## src/rtl/mat_pkg.sv

```systemverilog
// Shared definitions for the matrix memory arbiter: FSM states, owner codes,
// memory select codes and the select-to-enable decode.
package mat_pkg;

   typedef enum logic [1:0] {
      ST_IDLE  = 2'd0,
      ST_OWN_H = 2'd1,
      ST_OWN_C = 2'd2
   } state_t;

   localparam logic OWN_HOST = 1'b0;
   localparam logic OWN_CTRL = 1'b1;

   localparam logic [1:0] SEL_M1   = 2'd0;
   localparam logic [1:0] SEL_M2   = 2'd1;
   localparam logic [1:0] SEL_M3   = 2'd2;
   localparam logic [1:0] SEL_NONE = 2'd3;

   // one-hot {M3,M2,M1}; the invalid select enables nothing
   function automatic logic [2:0] sel_onehot(input logic [1:0] sel);
      logic [2:0] oh;
      case (sel)
         SEL_M1:  oh = 3'b001;
         SEL_M2:  oh = 3'b010;
         SEL_M3:  oh = 3'b100;
         default: oh = 3'b000;
      endcase
      return oh;
   endfunction

endpackage

```

## src/rtl/rr_pick2.sv

```systemverilog
// Two-way round-robin tie-break: a lone requester wins; on a tie the side
// that did not own the memories last wins.
module rr_pick2
   import mat_pkg::*;
(
   input  logic i_req_h,
   input  logic i_req_c,
   input  logic i_last_owner,
   output logic o_valid,
   output logic o_winner
);

   // pick the winner from the two requests and the previous owner
   always_comb begin
      o_valid  = i_req_h | i_req_c;
      o_winner = OWN_HOST;
      if (i_req_h && i_req_c)
         o_winner = (i_last_owner == OWN_HOST) ? OWN_CTRL : OWN_HOST;
      else if (i_req_c)
         o_winner = OWN_CTRL;
   end

endmodule

```

## src/rtl/mat_mem_arbiter.sv

```systemverilog
// Arbitrates the three matrix memories between the host port and the
// multiply controller with burst ownership, a fairness limit and tagged
// read return.
//
//   state    | meaning
//   ---------+-----------------------------------------------
//   ST_IDLE  | nobody owns the memories, waiting for a request
//   ST_OWN_H | host owns the memories, its accesses pass through
//   ST_OWN_C | controller owns the memories
module mat_mem_arbiter
   import mat_pkg::*;
#(
   parameter int DATA_W    = 8,
   parameter int ADDR_W    = 8,
   parameter int MAX_BURST = 16
) (
   input  logic                  i_clk,
   input  logic                  i_rst_n,
   input  logic                  i_h_req,
   input  logic [1:0]            i_h_sel,
   input  logic [ADDR_W-1:0]     i_h_addr,
   input  logic                  i_h_wr,
   input  logic [DATA_W-1:0]     i_h_wdata,
   output logic                  o_h_gnt,
   output logic                  o_h_rvalid,
   output logic [DATA_W-1:0]     o_h_rdata,
   input  logic                  i_c_req,
   input  logic [1:0]            i_c_sel,
   input  logic [ADDR_W-1:0]     i_c_addr,
   input  logic                  i_c_wr,
   input  logic [DATA_W-1:0]     i_c_wdata,
   output logic                  o_c_gnt,
   output logic                  o_c_rvalid,
   output logic [DATA_W-1:0]     o_c_rdata,
   output logic [2:0]            o_m_en,
   output logic                  o_m_wen,
   output logic [ADDR_W-1:0]     o_m_addr,
   output logic [DATA_W-1:0]     o_m_wdata,
   input  logic [3*DATA_W-1:0]   i_m_rdata,
   output logic                  o_err
);

   localparam int CNT_W = (MAX_BURST > 1) ? $clog2(MAX_BURST) : 1;
   localparam logic [CNT_W-1:0] CNT_LAST = CNT_W'(MAX_BURST - 1);

   state_t              r_state;
   state_t              w_state_nxt;
   logic                r_last_owner;
   logic [CNT_W-1:0]    r_burst_cnt;
   logic                r_tag_vld;
   logic                r_tag_own;
   logic [1:0]          r_tag_sel;
   logic                r_err;
   logic [DATA_W-1:0]   r_h_rdata;
   logic [DATA_W-1:0]   r_c_rdata;

   logic                w_h_gnt;
   logic                w_c_gnt;
   logic                w_pick_vld;
   logic                w_pick_own;
   logic                w_acc;
   logic                w_burst_end;
   logic [1:0]          w_sel;
   logic [ADDR_W-1:0]   w_addr;
   logic                w_wr;
   logic [DATA_W-1:0]   w_wdata;
   logic [DATA_W-1:0]   w_ret_data;

   rr_pick2 u_pick (
      .i_req_h      (i_h_req),
      .i_req_c      (i_c_req),
      .i_last_owner (r_last_owner),
      .o_valid      (w_pick_vld),
      .o_winner     (w_pick_own)
   );

   // state register
   always_ff @(posedge i_clk or negedge i_rst_n) begin
      if (!i_rst_n) r_state <= ST_IDLE;
      else          r_state <= w_state_nxt;
   end

   // next state: grant from idle, release on dropped req, forced hand-over at burst end
   always_comb begin
      w_state_nxt = r_state;
      case (r_state)
         ST_IDLE: begin
            if (w_pick_vld)
               w_state_nxt = (w_pick_own == OWN_HOST) ? ST_OWN_H : ST_OWN_C;
         end
         ST_OWN_H: begin
            if (!i_h_req)                 w_state_nxt = i_c_req ? ST_OWN_C : ST_IDLE;
            else if (w_burst_end && i_c_req) w_state_nxt = ST_OWN_C;
         end
         ST_OWN_C: begin
            if (!i_c_req)                 w_state_nxt = i_h_req ? ST_OWN_H : ST_IDLE;
            else if (w_burst_end && i_h_req) w_state_nxt = ST_OWN_H;
         end
         default: w_state_nxt = ST_IDLE;
      endcase
   end

   // grants decode from the registered state
   always_comb begin
      w_h_gnt = (r_state == ST_OWN_H);
      w_c_gnt = (r_state == ST_OWN_C);
   end

   assign o_h_gnt = w_h_gnt;
   assign o_c_gnt = w_c_gnt;

   // owner pass-through; the non-owner never reaches the memories
   always_comb begin
      w_sel       = w_c_gnt ? i_c_sel   : i_h_sel;
      w_addr      = w_c_gnt ? i_c_addr  : i_h_addr;
      w_wr        = w_c_gnt ? i_c_wr    : i_h_wr;
      w_wdata     = w_c_gnt ? i_c_wdata : i_h_wdata;
      w_acc       = (w_h_gnt & i_h_req) | (w_c_gnt & i_c_req);
      w_burst_end = w_acc & (r_burst_cnt == CNT_LAST);
      o_m_en      = w_acc ? sel_onehot(w_sel) : 3'b000;
      o_m_wen     = w_acc & w_wr & (w_sel != SEL_NONE);
      o_m_addr    = w_acc ? w_addr  : '0;
      o_m_wdata   = w_acc ? w_wdata : '0;
   end

   // ownership history and burst length; the counter saturates when nobody waits
   always_ff @(posedge i_clk or negedge i_rst_n) begin
      if (!i_rst_n) begin
         r_last_owner <= OWN_CTRL;
         r_burst_cnt  <= '0;
      end else if (w_state_nxt != r_state) begin
         r_burst_cnt <= '0;
         if (w_state_nxt == ST_OWN_H) r_last_owner <= OWN_HOST;
         if (w_state_nxt == ST_OWN_C) r_last_owner <= OWN_CTRL;
      end else if (w_acc && (r_burst_cnt != CNT_LAST)) begin
         r_burst_cnt <= r_burst_cnt + 1'b1;
      end
   end

   // read tag and error pulse; the tag outlives a hand-over
   always_ff @(posedge i_clk or negedge i_rst_n) begin
      if (!i_rst_n) begin
         r_tag_vld <= 1'b0;
         r_tag_own <= OWN_HOST;
         r_tag_sel <= SEL_M1;
         r_err     <= 1'b0;
      end else begin
         r_tag_vld <= w_acc & ~w_wr;
         r_err     <= w_acc & (w_sel == SEL_NONE);
         if (w_acc && !w_wr) begin
            r_tag_own <= w_c_gnt ? OWN_CTRL : OWN_HOST;
            r_tag_sel <= w_sel;
         end
      end
   end

   // select the returning memory slice
   always_comb begin
      case (r_tag_sel)
         SEL_M1:  w_ret_data = i_m_rdata[DATA_W-1:0];
         SEL_M2:  w_ret_data = i_m_rdata[2*DATA_W-1:DATA_W];
         SEL_M3:  w_ret_data = i_m_rdata[3*DATA_W-1:2*DATA_W];
         default: w_ret_data = '0;
      endcase
   end

   // return demux to the tagged requester; read data holds between valids
   always_comb begin
      o_h_rvalid = r_tag_vld & (r_tag_own == OWN_HOST);
      o_c_rvalid = r_tag_vld & (r_tag_own == OWN_CTRL);
      o_h_rdata  = o_h_rvalid ? w_ret_data : r_h_rdata;
      o_c_rdata  = o_c_rvalid ? w_ret_data : r_c_rdata;
      o_err      = r_err;
   end

   // capture returned data so it stays on the bus afterwards
   always_ff @(posedge i_clk or negedge i_rst_n) begin
      if (!i_rst_n) begin
         r_h_rdata <= '0;
         r_c_rdata <= '0;
      end else begin
         if (o_h_rvalid) r_h_rdata <= w_ret_data;
         if (o_c_rvalid) r_c_rdata <= w_ret_data;
      end
   end

endmodule

```

## config.mk

```make
export PLATFORM = sky130hd
export DESIGN_NAME = mat_mem_arbiter
export DESIGN_NICKNAME = d
export VERILOG_FILES = /design/src/rtl/mat_pkg.sv /design/src/rtl/rr_pick2.sv /design/src/rtl/mat_mem_arbiter.sv
export SDC_FILE = /design/constraint.sdc
export NUM_CORES = 1
export LEC_CHECK = 0
export ABC_AREA = 1
export CAP_MARGIN = 20
export CORE_ASPECT_RATIO = 1.25
export CORE_MARGIN = 2
export CORE_UTILIZATION = 30
export CTS_BUF_LIST = sky130_fd_sc_hd__clkbuf_8
export DETAILED_ROUTE_END_ITERATION = 12
export PLACE_DENSITY = 0.68
export SLEW_MARGIN = 20
export SYNTH_ARGS = -nofsm -noshare
export SYNTH_HDL_FRONTEND = slang
export SYNTH_HIERARCHICAL = 1
export SYNTH_SLANG_ARGS = --single-unit
export TNS_END_PERCENT = 50
```

## constraint.sdc

```tcl
create_clock -name i_clk -period 1.8 [get_ports i_clk]
set_input_delay 0.18 -clock i_clk [delete_from_list [all_inputs] [get_ports i_clk]]
set_output_delay 0.18 -clock i_clk [all_outputs]
set_load 0.05 [all_outputs]
```

==> metrics.txt <==
outcome finished, violations left; failing checks negative setup slack; Register Area 704 um^2; RSZ-0062 raised after global routing yes; vias in the first global route 2127; total track usage 17.8%; Synth Net Count 340; hpwl dp 4620 um; clock sinks 28; final setup margin -0.0593 ns; Reg power frac 14.4%; largest net degree at the start of global routing 29; DRT Pass-1 Iters 4; slowest stage delay, CP 0.43 ns; synth unique cells 29; Die Area 6710 um^2; WP buf/inv 2; critical path depth 6; CP max-delay cell dfrtp_1; Max Fclk 0.538 GHz; Avg Vias per Cell 4.63; top-count cell post-synth nand2_1; crit path kind flop to output port; die outline width 73.7 um; WP data arrival 1.68 ns; fill count 461; layout cells sized above 1 31.3%; post-synthesis cell count 272; DR WL/cell 12.7 um; clk_lat worst skew 0.27 ns; Inst Count DP 457; # IOs 107; Worst-path clk slew 0.10 ns; Switching Fraction 46.7%; number of synthesized flops with an enable pin 0; CP Cell Sequence nor2_4, buf_12, mux2i_4, nand2_2, nor2_4, buf_12; Clock Power Share 6.8%; DRC Markers 0; root buffer cell clkbuf_8; Setup crit end kind output port; Fin Clk Skew 0.00973 ns; Pwr Density 1810 nW/um^2; Post-synth ARST share 100%; first-pass GRT wire length 9540 um; Seq cells post-synth 28; final hold vios 0; final critical-path share of the clock period 103%; cell taking the most area after synthesis dfrtp_1; Tot Pwr 0.00706 W; Die Y 91.1 um; Synth Area per Inst 6.69 um^2; GP Congestion 0.791; routed vias 2201; synth cell count leaders nand2_1, inv_1, dfrtp_1; number of diodes 0; Finish-stage setup viols 8; top_reg_cell synth dfrtp_1; grt ovf 0; Row Count 31; Initial Utilization 31.3%; Tightest Pin Transition 0.504 ns; synth warn 6; top cell type's share of synthesized area 37.1%; Max-slew headroom 66.3%; delay-heaviest family, CP flip-flops; CTS tree built; Final min period 1.86 ns; Pint 0.00376 W; NetSw 0.00330 W; max_cap viols 0; Final ANT Viol Nets 0; Multi-input gate area 1110 um^2; Iter 0 DRT Violations 83; hold crit path type input pin to async pin; post-synthesis sequential area ratio 38.6%; clock buffer count from CTS 3; WP data required 1.62 ns; Mapped Area 1820 um^2; CP max FO 5; H-tree levels 1; Clock Path Buffers 2; Net count, final 478; Post-Route WL 6030 um; P&R area growth vs syn 114%; Max rail drop VDD 987 uV; largest cells by area after synthesis dfrtp_1, nand2_1, inv_1; power share of the combinational group 78.8%; fin cells 475; Leak Pwr 1.90 nW; Worst R2R Path Depth 13; Fin Setup TNS -0.183 ns; CORE AREA 5820 um^2; Startpoint Class flop; Pins Over Slew Limit 0; pre-CTS setup slack -0.0540 ns; initial antenna violation count 0; I/O Buffers 106
[routing by layer]
| metal | vias to the layer above | GRT usage, % | share of wire, % |
|---|---|---|---|
| met1 | 990 | 18.3 | 35 |
| li1 | 1105 | - | - |
| met4 | 0 | 5.30 | 1.9 |
| met3 | 10 | 6.10 | 10 |
| met2 | 96 | 32.8 | 52 |
| met5 | - | 0 | 0 |
[metrics by stage]
step | utilization [%] | hold WS (ns) | cell area [um^2]
2_1_floorplan | - | -0.116 | 1830
3_3_place_gp | 59.7 | 0.465 | 3470
3_5_place_dp | 59.7 | 0.484 | 3470
4_1_cts | 63.2 | 0.292 | 3670
5_1_grt | 67.0 | 0.315 | 3900
6_report | 67.0 | 0.288 | 3900
[sequential cells by signal, summed over array words and instances, names as in the netlist]
signal        cells
o_err             1
r_burst_cnt       4
r_c_rdata         8
r_h_rdata         8
r_last_owner      1
r_state           2
r_tag_own         1
r_tag_sel         2
r_tag_vld         1
[cell families after synthesis]
| kind of cell | share of synthesized area (%) |
|---|---|
| buf+inv | 8.38 |
| fa+ha+maj | 1.37 |
| xor+xnor | 0.962 |
| mux | 6.05 |
| simple gates | 41.9 |
| flops | 38.6 |
| compound gates | 2.82 |
[cell type report]
type	count	area share, %
Clock inverter	1	0.770
Multi-Input combinational cell	205	28.6
Timing Repair Buffer	138	45.9
Tap cell	66	2.12
Sequential cell	28	18.1
Clock buffer	3	1.06
Inverter	34	3.46
[power groups by stage]
| stage | clock network [W] | registers, W | logic, W |
|---|---|---|---|
| 2_1_floorplan | 0 | 0.00102 | 0.00257 |
| 3_3_place_gp | 0 | 0.00100 | 0.00486 |
| 3_5_place_dp | 0 | 0.00102 | 0.00491 |
| 4_1_cts | 0.000497 | 0.00101 | 0.00518 |
| 5_1_grt | 0.000518 | 0.00104 | 0.00591 |
| 6_report | 0.000480 | 0.00102 | 0.00556 |
[final timing paths]
check / endpoint / startpoint / slack, ns
max: o_m_en[0] / r_state[0] / -0.06
min: r_h_rdata[2] / i_rst_n / 0.29
max reg2reg: r_last_owner / r_state[0] / 0.09
min reg2reg: r_last_owner / r_last_owner / 0.49
max in group asynchronous: r_last_owner / i_rst_n / 1.21
min in group i_clk: r_last_owner / r_last_owner / 0.49
[worst register-to-register path, stage by stage, from the launching register on]
cell and delay, ns:
dfrtp_1 0.43, nor2_4 0.14, buf_12 0.14, inv_4 0.07, buf_4 0.14, nor2_2 0.06, nand2_1 0.06, nand2_1 0.07
inv_1 0.05, ha_1 0.29, inv_2 0.06, nand2_1 0.04, nand2_1 0.05, nand2_1 0.05
[timing repair]
action / 4_1_cts / 5_1_grt
endpoints found under the setup margin: 21 / 39
pin swaps: 4 / 9
resized for setup: 13 / 45
hold buffers: 0 / 0
cloned: 1 / 2
setup buffers: 5 / 12
[placed cells by master, fill, tap and decap left out, types with 3 or more instances in the layout]
| cell type | instances |
|---|---|
| a21oi_1 | 3 |
| buf_12 | 41 |
| buf_4 | 23 |
| buf_6 | 4 |
| clkbuf_8 | 3 |
| clkdlybuf4s50_1 | 66 |
| dfrtp_1 | 25 |
| inv_1 | 19 |
| inv_2 | 12 |
| mux2_2 | 6 |
| nand2_1 | 132 |
| nand2_2 | 3 |
| nand3_1 | 14 |
| nand3_4 | 3 |
| nor2_1 | 11 |
| nor2_2 | 3 |
| nor2_4 | 5 |
| o21ai_0 | 3 |
Note: power is estimated with default switching activity, not from simulation.
